## src/rtl/dcache_pkg.sv

```systemverilog
// Shared types and constants for the data-cache controller.
// Geometry: 8 lines x 4-byte blocks, 8-bit CPU byte address, 32-bit memory block bus.
// CPU address layout: {tag, index, offset}. Memory block address layout: {tag, index}.
package dcache_pkg;

  localparam int unsigned NUM_LINES   = 8;
  localparam int unsigned BLOCK_BYTES = 4;
  localparam int unsigned ADDR_W      = 8;
  localparam int unsigned DATA_W      = 8;
  localparam int unsigned IDX_W       = $clog2(NUM_LINES);
  localparam int unsigned OFF_W       = $clog2(BLOCK_BYTES);
  localparam int unsigned TAG_W       = ADDR_W - IDX_W - OFF_W;
  localparam int unsigned BLOCK_W     = BLOCK_BYTES * DATA_W;
  localparam int unsigned BLK_ADDR_W  = TAG_W + IDX_W;

  // Controller states
  typedef logic [1:0] state_t;
  localparam state_t S_IDLE      = 2'd0;
  localparam state_t S_WRITEBACK = 2'd1;
  localparam state_t S_FETCH     = 2'd2;
  localparam state_t S_UPDATE    = 2'd3;

  // CPU byte address split into its fields
  typedef struct packed {
    logic [TAG_W-1:0] tag;
    logic [IDX_W-1:0] idx;
    logic [OFF_W-1:0] off;
  } cpu_addr_t;

  // Block address presented to data memory
  typedef struct packed {
    logic [TAG_W-1:0] tag;
    logic [IDX_W-1:0] idx;
  } blk_addr_t;

  // Select one byte of a block; byte 0 lives in bits [7:0]
  function automatic logic [DATA_W-1:0] block_byte(input logic [BLOCK_W-1:0] blk,
                                                   input logic [OFF_W-1:0]   off);
    return blk[{off, 3'b000} +: DATA_W];
  endfunction

endpackage

```

## src/rtl/dcache_ctrl_if.sv

```systemverilog
// Bus bundle for the data cache: CPU request/response side plus memory block side.
//   CPU side   : READ, WRITE, ADDRESS, WRITEDATA -> cache ; READDATA, BUSYWAIT -> CPU
//   Memory side: MEM_READ, MEM_WRITE, MEM_ADDRESS, MEM_WRITEDATA -> memory ;
//                MEM_READDATA, MEM_BUSYWAIT -> cache
// Modports: master = environment (CPU and data memory), slave = cache controller.
interface dcache_ctrl_if;
  import dcache_pkg::*;

  logic                  READ;
  logic                  WRITE;
  logic [ADDR_W-1:0]     ADDRESS;
  logic [DATA_W-1:0]     WRITEDATA;
  logic [DATA_W-1:0]     READDATA;
  logic                  BUSYWAIT;

  logic                  MEM_READ;
  logic                  MEM_WRITE;
  logic [BLK_ADDR_W-1:0] MEM_ADDRESS;
  logic [BLOCK_W-1:0]    MEM_WRITEDATA;
  logic [BLOCK_W-1:0]    MEM_READDATA;
  logic                  MEM_BUSYWAIT;

  modport master (
    output READ, WRITE, ADDRESS, WRITEDATA,
    input  READDATA, BUSYWAIT,
    input  MEM_READ, MEM_WRITE, MEM_ADDRESS, MEM_WRITEDATA,
    output MEM_READDATA, MEM_BUSYWAIT
  );

  modport slave (
    input  READ, WRITE, ADDRESS, WRITEDATA,
    output READDATA, BUSYWAIT,
    output MEM_READ, MEM_WRITE, MEM_ADDRESS, MEM_WRITEDATA,
    input  MEM_READDATA, MEM_BUSYWAIT
  );

endinterface

```

## src/rtl/dcache_line_array.sv

```systemverilog
// Line storage for the direct-mapped cache: valid/dirty flags, tags and data blocks.
// Ports:
//   clk, rst_n                      clock, async active-low clear of valid/dirty
//   rd_idx -> rd_valid/dirty/tag/block   combinational read of one line
//   wr_en, wr_idx, wr_off, wr_byte  synchronous CPU byte write (marks line dirty)
//   fill_en, fill_idx, fill_tag, fill_block  synchronous block fill (valid, clean)
// Tag and data arrays are intentionally not reset.
module dcache_line_array
  import dcache_pkg::*;
(
  input  logic               clk,
  input  logic               rst_n,
  input  logic [IDX_W-1:0]   rd_idx,
  output logic               rd_valid,
  output logic               rd_dirty,
  output logic [TAG_W-1:0]   rd_tag,
  output logic [BLOCK_W-1:0] rd_block,
  input  logic               wr_en,
  input  logic [IDX_W-1:0]   wr_idx,
  input  logic [OFF_W-1:0]   wr_off,
  input  logic [DATA_W-1:0]  wr_byte,
  input  logic               fill_en,
  input  logic [IDX_W-1:0]   fill_idx,
  input  logic [TAG_W-1:0]   fill_tag,
  input  logic [BLOCK_W-1:0] fill_block
);

  logic [NUM_LINES-1:0] valid_q;
  logic [NUM_LINES-1:0] dirty_q;
  logic [TAG_W-1:0]     tag_q  [NUM_LINES];
  logic [BLOCK_W-1:0]   data_q [NUM_LINES];

  assign rd_valid = valid_q[rd_idx];
  assign rd_dirty = dirty_q[rd_idx];
  assign rd_tag   = tag_q[rd_idx];
  assign rd_block = data_q[rd_idx];

  // Line state flags
  always_ff @(posedge clk or negedge rst_n) begin
    if (!rst_n) begin
      valid_q <= '0;
      dirty_q <= '0;
    end else if (fill_en) begin
      valid_q[fill_idx] <= 1'b1;
      dirty_q[fill_idx] <= 1'b0;
    end else if (wr_en) begin
      dirty_q[wr_idx] <= 1'b1;
    end
  end

  // Tag and data storage
  always_ff @(posedge clk) begin
    if (fill_en) begin
      tag_q[fill_idx]  <= fill_tag;
      data_q[fill_idx] <= fill_block;
    end else if (wr_en) begin
      data_q[wr_idx][{wr_off, 3'b000} +: DATA_W] <= wr_byte;
    end
  end

endmodule

```

## src/rtl/dcache_ctrl.sv

```systemverilog
// Direct-mapped, write-back, write-allocate data cache controller for the 8-bit CPU.
// Ports:
//   CLK                 system clock, rising edge
//   RESET               asynchronous active-low reset
//   bus (slave)         CPU request/response and memory block handshake signals
//   HIT_COUNT, MISS_COUNT  16-bit saturating statistics (only with DCACHE_STATS_EN)
// Optional feature macro: DCACHE_STATS_EN.
// Hits are zero-stall: READDATA and BUSYWAIT are decoded combinationally from the
// current request. Misses walk IDLE -> [WRITEBACK] -> FETCH -> UPDATE -> IDLE and the
// held request then completes as a hit.
module dcache_ctrl
  import dcache_pkg::*;
(
  input  logic         CLK,
  input  logic         RESET,
  dcache_ctrl_if.slave bus
`ifdef DCACHE_STATS_EN
  ,
  output logic [15:0]  HIT_COUNT,
  output logic [15:0]  MISS_COUNT
`endif
);

  state_t             state_q;
  state_t             state_d;
  logic               hs_seen_q;
  blk_addr_t          miss_blk_q;
  logic [BLOCK_W-1:0] fill_block_q;
  logic [DATA_W-1:0]  readdata_q;

  cpu_addr_t          req_addr;
  logic               req;
  logic               lookup;
  logic               hit;
  logic               rd_hit;
  logic               wr_hit;
  logic               miss;
  logic               hs_done;

  logic [IDX_W-1:0]   rd_idx;
  logic               rd_valid;
  logic               rd_dirty;
  logic [TAG_W-1:0]   rd_tag;
  logic [BLOCK_W-1:0] rd_block;
  logic [DATA_W-1:0]  hit_byte;

  logic               busy;
  logic               mem_read;
  logic               mem_write;
  blk_addr_t          mem_addr;
  logic [BLOCK_W-1:0] mem_wdata;
  logic               fill_en;

  // Request decode; requests are ignored while reset is asserted so outputs stay quiet
  assign req_addr = cpu_addr_t'(bus.ADDRESS);
  assign req      = (bus.READ | bus.WRITE) & RESET;
  assign lookup   = (state_q == S_IDLE) & req;
  assign hit      = rd_valid & (rd_tag == req_addr.tag);
  assign wr_hit   = lookup & hit & bus.WRITE;
  assign rd_hit   = lookup & hit & ~bus.WRITE;
  assign miss     = lookup & ~hit;

  // A memory transfer finishes once busy has been seen and then drops
  assign hs_done  = hs_seen_q & ~bus.MEM_BUSYWAIT;

  // In IDLE look up the live request; during a miss keep pointing at the victim line
  assign rd_idx   = (state_q == S_IDLE) ? req_addr.idx : miss_blk_q.idx;
  assign hit_byte = block_byte(rd_block, req_addr.off);

  dcache_line_array u_lines (
    .clk        (CLK),
    .rst_n      (RESET),
    .rd_idx     (rd_idx),
    .rd_valid   (rd_valid),
    .rd_dirty   (rd_dirty),
    .rd_tag     (rd_tag),
    .rd_block   (rd_block),
    .wr_en      (wr_hit),
    .wr_idx     (req_addr.idx),
    .wr_off     (req_addr.off),
    .wr_byte    (bus.WRITEDATA),
    .fill_en    (fill_en),
    .fill_idx   (miss_blk_q.idx),
    .fill_tag   (miss_blk_q.tag),
    .fill_block (fill_block_q)
  );

  // Next state and memory-side outputs
  always_comb begin
    state_d   = state_q;
    busy      = miss;
    mem_read  = 1'b0;
    mem_write = 1'b0;
    mem_addr  = '0;
    mem_wdata = '0;
    fill_en   = 1'b0;
    case (state_q)
      S_IDLE: begin
        if (miss) state_d = (rd_valid & rd_dirty) ? S_WRITEBACK : S_FETCH;
      end
      S_WRITEBACK: begin
        busy      = 1'b1;
        mem_write = 1'b1;
        mem_addr  = {rd_tag, miss_blk_q.idx};
        mem_wdata = rd_block;
        if (hs_done) state_d = S_FETCH;
      end
      S_FETCH: begin
        busy     = 1'b1;
        mem_read = 1'b1;
        mem_addr = miss_blk_q;
        if (hs_done) state_d = S_UPDATE;
      end
      S_UPDATE: begin
        busy    = 1'b1;
        fill_en = 1'b1;
        state_d = S_IDLE;
      end
      default: state_d = S_IDLE;
    endcase
  end

  assign bus.BUSYWAIT      = busy;
  assign bus.READDATA      = rd_hit ? hit_byte : readdata_q;
  assign bus.MEM_READ      = mem_read;
  assign bus.MEM_WRITE     = mem_write;
  assign bus.MEM_ADDRESS   = mem_addr;
  assign bus.MEM_WRITEDATA = mem_wdata;

  // State, handshake flag, miss address and fill capture
  always_ff @(posedge CLK or negedge RESET) begin
    if (!RESET) begin
      state_q      <= S_IDLE;
      hs_seen_q    <= 1'b0;
      miss_blk_q   <= '0;
      fill_block_q <= '0;
      readdata_q   <= '0;
    end else begin
      state_q <= state_d;
      if (miss) miss_blk_q <= {req_addr.tag, req_addr.idx};
      // Flag restarts with every state change so each transfer needs its own busy phase
      if (state_d != state_q) begin
        hs_seen_q <= 1'b0;
      end else if (((state_q == S_WRITEBACK) || (state_q == S_FETCH)) && bus.MEM_BUSYWAIT) begin
        hs_seen_q <= 1'b1;
      end
      if ((state_q == S_FETCH) && hs_done) fill_block_q <= bus.MEM_READDATA;
      if (rd_hit) readdata_q <= hit_byte;
    end
  end

`ifdef DCACHE_STATS_EN
  logic        refill_q;
  logic [15:0] hit_cnt_q;
  logic [15:0] miss_cnt_q;

  // The lookup right after a fill is the tail of a miss, not a first-lookup hit
  always_ff @(posedge CLK or negedge RESET) begin
    if (!RESET) begin
      refill_q   <= 1'b0;
      hit_cnt_q  <= '0;
      miss_cnt_q <= '0;
    end else begin
      refill_q <= (state_q == S_UPDATE);
      if (lookup && hit && !refill_q && (hit_cnt_q != 16'hFFFF)) hit_cnt_q <= hit_cnt_q + 16'd1;
      if (miss && (miss_cnt_q != 16'hFFFF)) miss_cnt_q <= miss_cnt_q + 16'd1;
    end
  end

  assign HIT_COUNT  = hit_cnt_q;
  assign MISS_COUNT = miss_cnt_q;
`endif

endmodule

```

## src/flat_wrapper.sv

```systemverilog
// flat-port wrapper written by rule: the top's interface ports become plain ports
module dcache_ctrl_flat import dcache_pkg::*;
  (CLK, RESET, bus_READ, bus_WRITE, bus_ADDRESS, bus_WRITEDATA, bus_READDATA, bus_BUSYWAIT, bus_MEM_READ, bus_MEM_WRITE, bus_MEM_ADDRESS, bus_MEM_WRITEDATA, bus_MEM_READDATA, bus_MEM_BUSYWAIT);
  dcache_ctrl_if bus_i ();
  input  logic CLK;
  input  logic RESET;
  input wire logic [$bits(bus_i.READ)-1:0] bus_READ;
  input wire logic [$bits(bus_i.WRITE)-1:0] bus_WRITE;
  input wire logic [$bits(bus_i.ADDRESS)-1:0] bus_ADDRESS;
  input wire logic [$bits(bus_i.WRITEDATA)-1:0] bus_WRITEDATA;
  output wire logic [$bits(bus_i.READDATA)-1:0] bus_READDATA;
  output wire logic [$bits(bus_i.BUSYWAIT)-1:0] bus_BUSYWAIT;
  output wire logic [$bits(bus_i.MEM_READ)-1:0] bus_MEM_READ;
  output wire logic [$bits(bus_i.MEM_WRITE)-1:0] bus_MEM_WRITE;
  output wire logic [$bits(bus_i.MEM_ADDRESS)-1:0] bus_MEM_ADDRESS;
  output wire logic [$bits(bus_i.MEM_WRITEDATA)-1:0] bus_MEM_WRITEDATA;
  input wire logic [$bits(bus_i.MEM_READDATA)-1:0] bus_MEM_READDATA;
  input wire logic [$bits(bus_i.MEM_BUSYWAIT)-1:0] bus_MEM_BUSYWAIT;
  assign bus_i.READ = bus_READ;
  assign bus_i.WRITE = bus_WRITE;
  assign bus_i.ADDRESS = bus_ADDRESS;
  assign bus_i.WRITEDATA = bus_WRITEDATA;
  assign bus_READDATA = bus_i.READDATA;
  assign bus_BUSYWAIT = bus_i.BUSYWAIT;
  assign bus_MEM_READ = bus_i.MEM_READ;
  assign bus_MEM_WRITE = bus_i.MEM_WRITE;
  assign bus_MEM_ADDRESS = bus_i.MEM_ADDRESS;
  assign bus_MEM_WRITEDATA = bus_i.MEM_WRITEDATA;
  assign bus_i.MEM_READDATA = bus_MEM_READDATA;
  assign bus_i.MEM_BUSYWAIT = bus_MEM_BUSYWAIT;
  dcache_ctrl u_core (.CLK(CLK), .RESET(RESET), .bus(bus_i));
endmodule
```

## config.mk

```make
export PLATFORM = sky130hd
export DESIGN_NAME = dcache_ctrl_flat
export DESIGN_NICKNAME = d
export VERILOG_FILES = /design/src/rtl/dcache_pkg.sv /design/src/rtl/dcache_ctrl_if.sv /design/src/rtl/dcache_line_array.sv /design/src/rtl/dcache_ctrl.sv /design/src/flat_wrapper.sv
export SDC_FILE = /design/constraint.sdc
export NUM_CORES = 1
export LEC_CHECK = 0
export ABC_AREA = 1
export CORE_MARGIN = 1.5
export CORE_UTILIZATION = 60
export CTS_CLUSTER_SIZE = 25
export DETAILED_ROUTE_END_ITERATION = 7
export GPL_TIMING_DRIVEN = 0
export PLACE_DENSITY = 0.81
export SLEW_MARGIN = 5
export SYNTH_ARGS = -nofsm -noshare
export SYNTH_HDL_FRONTEND = slang
export SYNTH_SLANG_ARGS = --single-unit
```

## constraint.sdc

```tcl
create_clock -name CLK -period 5.55 [get_ports CLK]
set_input_delay 1.11 -clock CLK [delete_from_list [all_inputs] [get_ports CLK]]
set_output_delay 1.11 -clock CLK [all_outputs]
set_load 0.05 [all_outputs]
```

==> impl_metrics.tcl <==
set metrics [dict create \
    cts_root_buffer "clkbuf_16" \
    antenna_found_initial 1 \
    die_y_um 161 \
    hp-class "input pin to asynchronous set/reset pin" \
    synth_edf_count 280 \
    end_kind "output port" \
    grt_first_pass_wirelength_mm 65.7 \
    synth-xor-area-share 0.000587 \
    path_clk_slew_ns 0.06 \
    synthesis.instances 1319 \
    grt_usage 0.343 \
    synth_compound_area_frac 0.111 \
    antenna_left 0 \
    syn_to_final_growth_pct 17.4 \
    start_util 0.612 \
    clock-sinks 345 \
    drive_above_1_share 0.125 \
    fmax_mhz 182 \
    htree_levels 2 \
    vias 11600 \
    power_density_mw_per_mm2 629 \
    slew_headroom 0.262 \
    portBuffers 101 \
    tightest_slew_ns 1.11 \
    routedWlPerCell_um 24.1 \
    synth_common_cells "280 x edfxtp_1, 239 x nor2_1, 171 x o21ai_0" \
    synth_simple_gate_area_share 0.150 \
    cts_buffer_depth 3 \
    drt_first_pass_iters 6 \
    yosys.cell_types.count 35 \
    synth_most_common_cell "edfxtp_1" \
    finalInstanceArea_mm2 0.0175 \
    core_mm2 0.0244 \
    setup_viol 0 \
    placedInstanceArea_mm2 0.0164 \
    fill_cells 1635 \
    grt_max_degree 59 \
    grt_pass1_vias 11400 \
    report.final.slew_viol_count 0 \
    synth-adder-area-share 0.00754 \
    cts_buffers 35 \
    finalWirelength_mm 43.6 \
    cp_max_fo 10 \
    worstSetupPathType "input pin to output port" \
    yosysWarningCount 0 \
    r2r_start "u_core.state_q[1]" \
    grt.overflow.total 0 \
    yosysTopAreaCellShare 0.563 \
    tritoncts "yes" \
    diodes 0 \
    synth_area_leaders "edfxtp_1 56%, dfrtp_1 11%, nor2_1 6.0%" \
    gp_congestion 1.02 \
    fin_skew_ns 0.0141 \
    status "completed" \
    die_area_mm2 0.0258 \
    finalCritPeriodShare 0.992 \
    synthMuxAreaShare 0.0241 \
    ios 102 \
    remaining_drc_errors 0 \
    clkLatencyLatePin_ns 0.52 \
    crit_path_start_kind "input pin" \
    yosysTopAreaCell "edfxtp_1" \
    fin_crit_ns 5.51 \
    syn_area_per_cell_um2 11.3 \
    synth_ff_type "edfxtp_1" \
    fp-row-count 57 \
    peakVddDrop_v 0.000435 \
    synth_nets 1381 \
    dp_hpwl_mm 30.4 \
    synth_top_family_by_area "simple AND/OR/NAND/NOR gates" \
    die_x_um 161 \
    cap_violations 0 \
    hold_viol 0 \
    drt_iter0_drc 1602 \
    nets 1520 \
    arrival_ns 4.40 \
    final_util 0.718 \
    required_ns 4.44 \
    ys_seq_area_frac 0.672 \
    ys_seq_elements 345 \
    vias_per_cell 6.42 \
    cp-startpoint "bus_ADDRESS[3]" \
    total_power_mw 11.0 \
    syn_area_mm2 0.0149 \
    synthArstFlopShare 0.188 \
    cts_hold_repair.buffers 0 \
    p_leak_nw 6.65 \
]
==> sequential cells by signal (all words and copies together), names as in the netlist <==
signal / cells
u_core.fill_block_q: 32
u_core.hs_seen_q: 1
u_core.miss_blk_q: 6
u_core.readdata_q: 8
u_core.state_q: 2
u_core.u_lines.data_q: 256
u_core.u_lines.dirty_q: 8
u_core.u_lines.tag_q: 24
u_core.u_lines.valid_q: 8
==> stage by stage <==
| step | hold WS (ns) | setup slack, ns | setup TNS (ns) | instances |
|---|---|---|---|---|
| after floorplan | 0.422 | 0.976 | 0 | 1319 |
| after global placement | 0.434 | -2.64 | -540.40 | 1744 |
| after detailed placement | 0.438 | -0.733 | -11.26 | 1745 |
| after CTS | 0.425 | -0.0577 | -0.0577 | 1808 |
| after global routing | 0.427 | -0.00645 | -0.00645 | 1808 |
| final | 0.427 | 0.0422 | 0 | 1808 |
==> routing by layer <==
metal  global-route usage  vias up  wire length (um)
met4                0.132        0              1940
met1                0.452     5506             15700
li1                     -     5030                 -
met3               0.0922      165              5910
met2                0.548      903             20100
met5                    0        -                 0
==> cell usage in the layout, fill, tap and decap left out, drive strengths merged, types with 3 or more instances in the layout <==
| cell type | count |
|---|---|
| a21oi | 23 |
| a31oi | 8 |
| buf | 33 |
| clkbuf | 113 |
| clkdlybuf4s50 | 75 |
| clkinv | 6 |
| dfrtp | 65 |
| dlygate4sd2 | 7 |
| dlymetal6s2s | 10 |
| edfxtp | 280 |
| ha | 9 |
| inv | 42 |
| mux2 | 32 |
| nand2 | 171 |
| nand3 | 92 |
| nand4 | 17 |
| nor2 | 242 |
| nor3 | 5 |
| o211ai | 3 |
| o21ai | 174 |
| o221ai | 32 |
| o22ai | 32 |
| o31ai | 8 |
==> final timing paths <==
kind                       depth (start not counted)  slack, ns                          end
max                                               12       0.04        bus_MEM_WRITEDATA[29]
min                                                1       0.43    u_core.u_lines.valid_q[5]
max reg2reg                                       21       1.34  u_core.u_lines.data_q[1][7]
min reg2reg                                        2       0.45    u_core.u_lines.valid_q[0]
max in group asynchronous                          2       4.56         u_core.readdata_q[5]
min in group CLK                                   2       0.45    u_core.u_lines.valid_q[0]
==> kinds of logic after synthesis <==
kind of cell | after synthesis
and+or+nand+nor | 527
muxes | 32
DFF | 345
xor gates and xnor gates | 1
adders and majority gates | 9
buffers and inverters | 123
AOI/OAI and AO/OA | 282
==> critical path, stage by stage <==
cell             delay [ns]
clkdlybuf4s50_1        0.53
inv_2                  0.15
nand2_1                0.06
o21ai_1                0.11
buf_4                  0.23
buf_2                  0.26
clkbuf_2               0.35
o21ai_0                0.15
o22ai_1                0.21
o21ai_0                0.22
nor2_1                 0.17
clkdlybuf4s50_1        0.82
==> area by class of cell <==
cell class	instances	area (um2)	area share
Sequential cell	345	10000	0.573
Multi-Input combinational cell	851	4390	0.250
Clock buffer	58	1050	0.0602
Timing Repair Buffer	103	1040	0.0593
Buffer	78	408	0.0233
Tap cell	324	405	0.0231
Inverter	44	165	0.00943
Clock inverter	5	26.3	0.00150
==> repair_timing <==
action | 4_1_cts | 5_1_grt
pin swaps | 0 | 1
buffers inserted | 0 | 1
gates resized for setup | 69 | 60
setup endpoints to repair | 40 | 36
==> report_power, final <==
| part | internal (mW) | switching, mW |
|---|---|---|
| Clock | 1.30 | 0.947 |
| Combinational | 1.35 | 3.81 |
| Sequential | 3.44 | 0.177 |
Power figures use the tool's default switching activity.
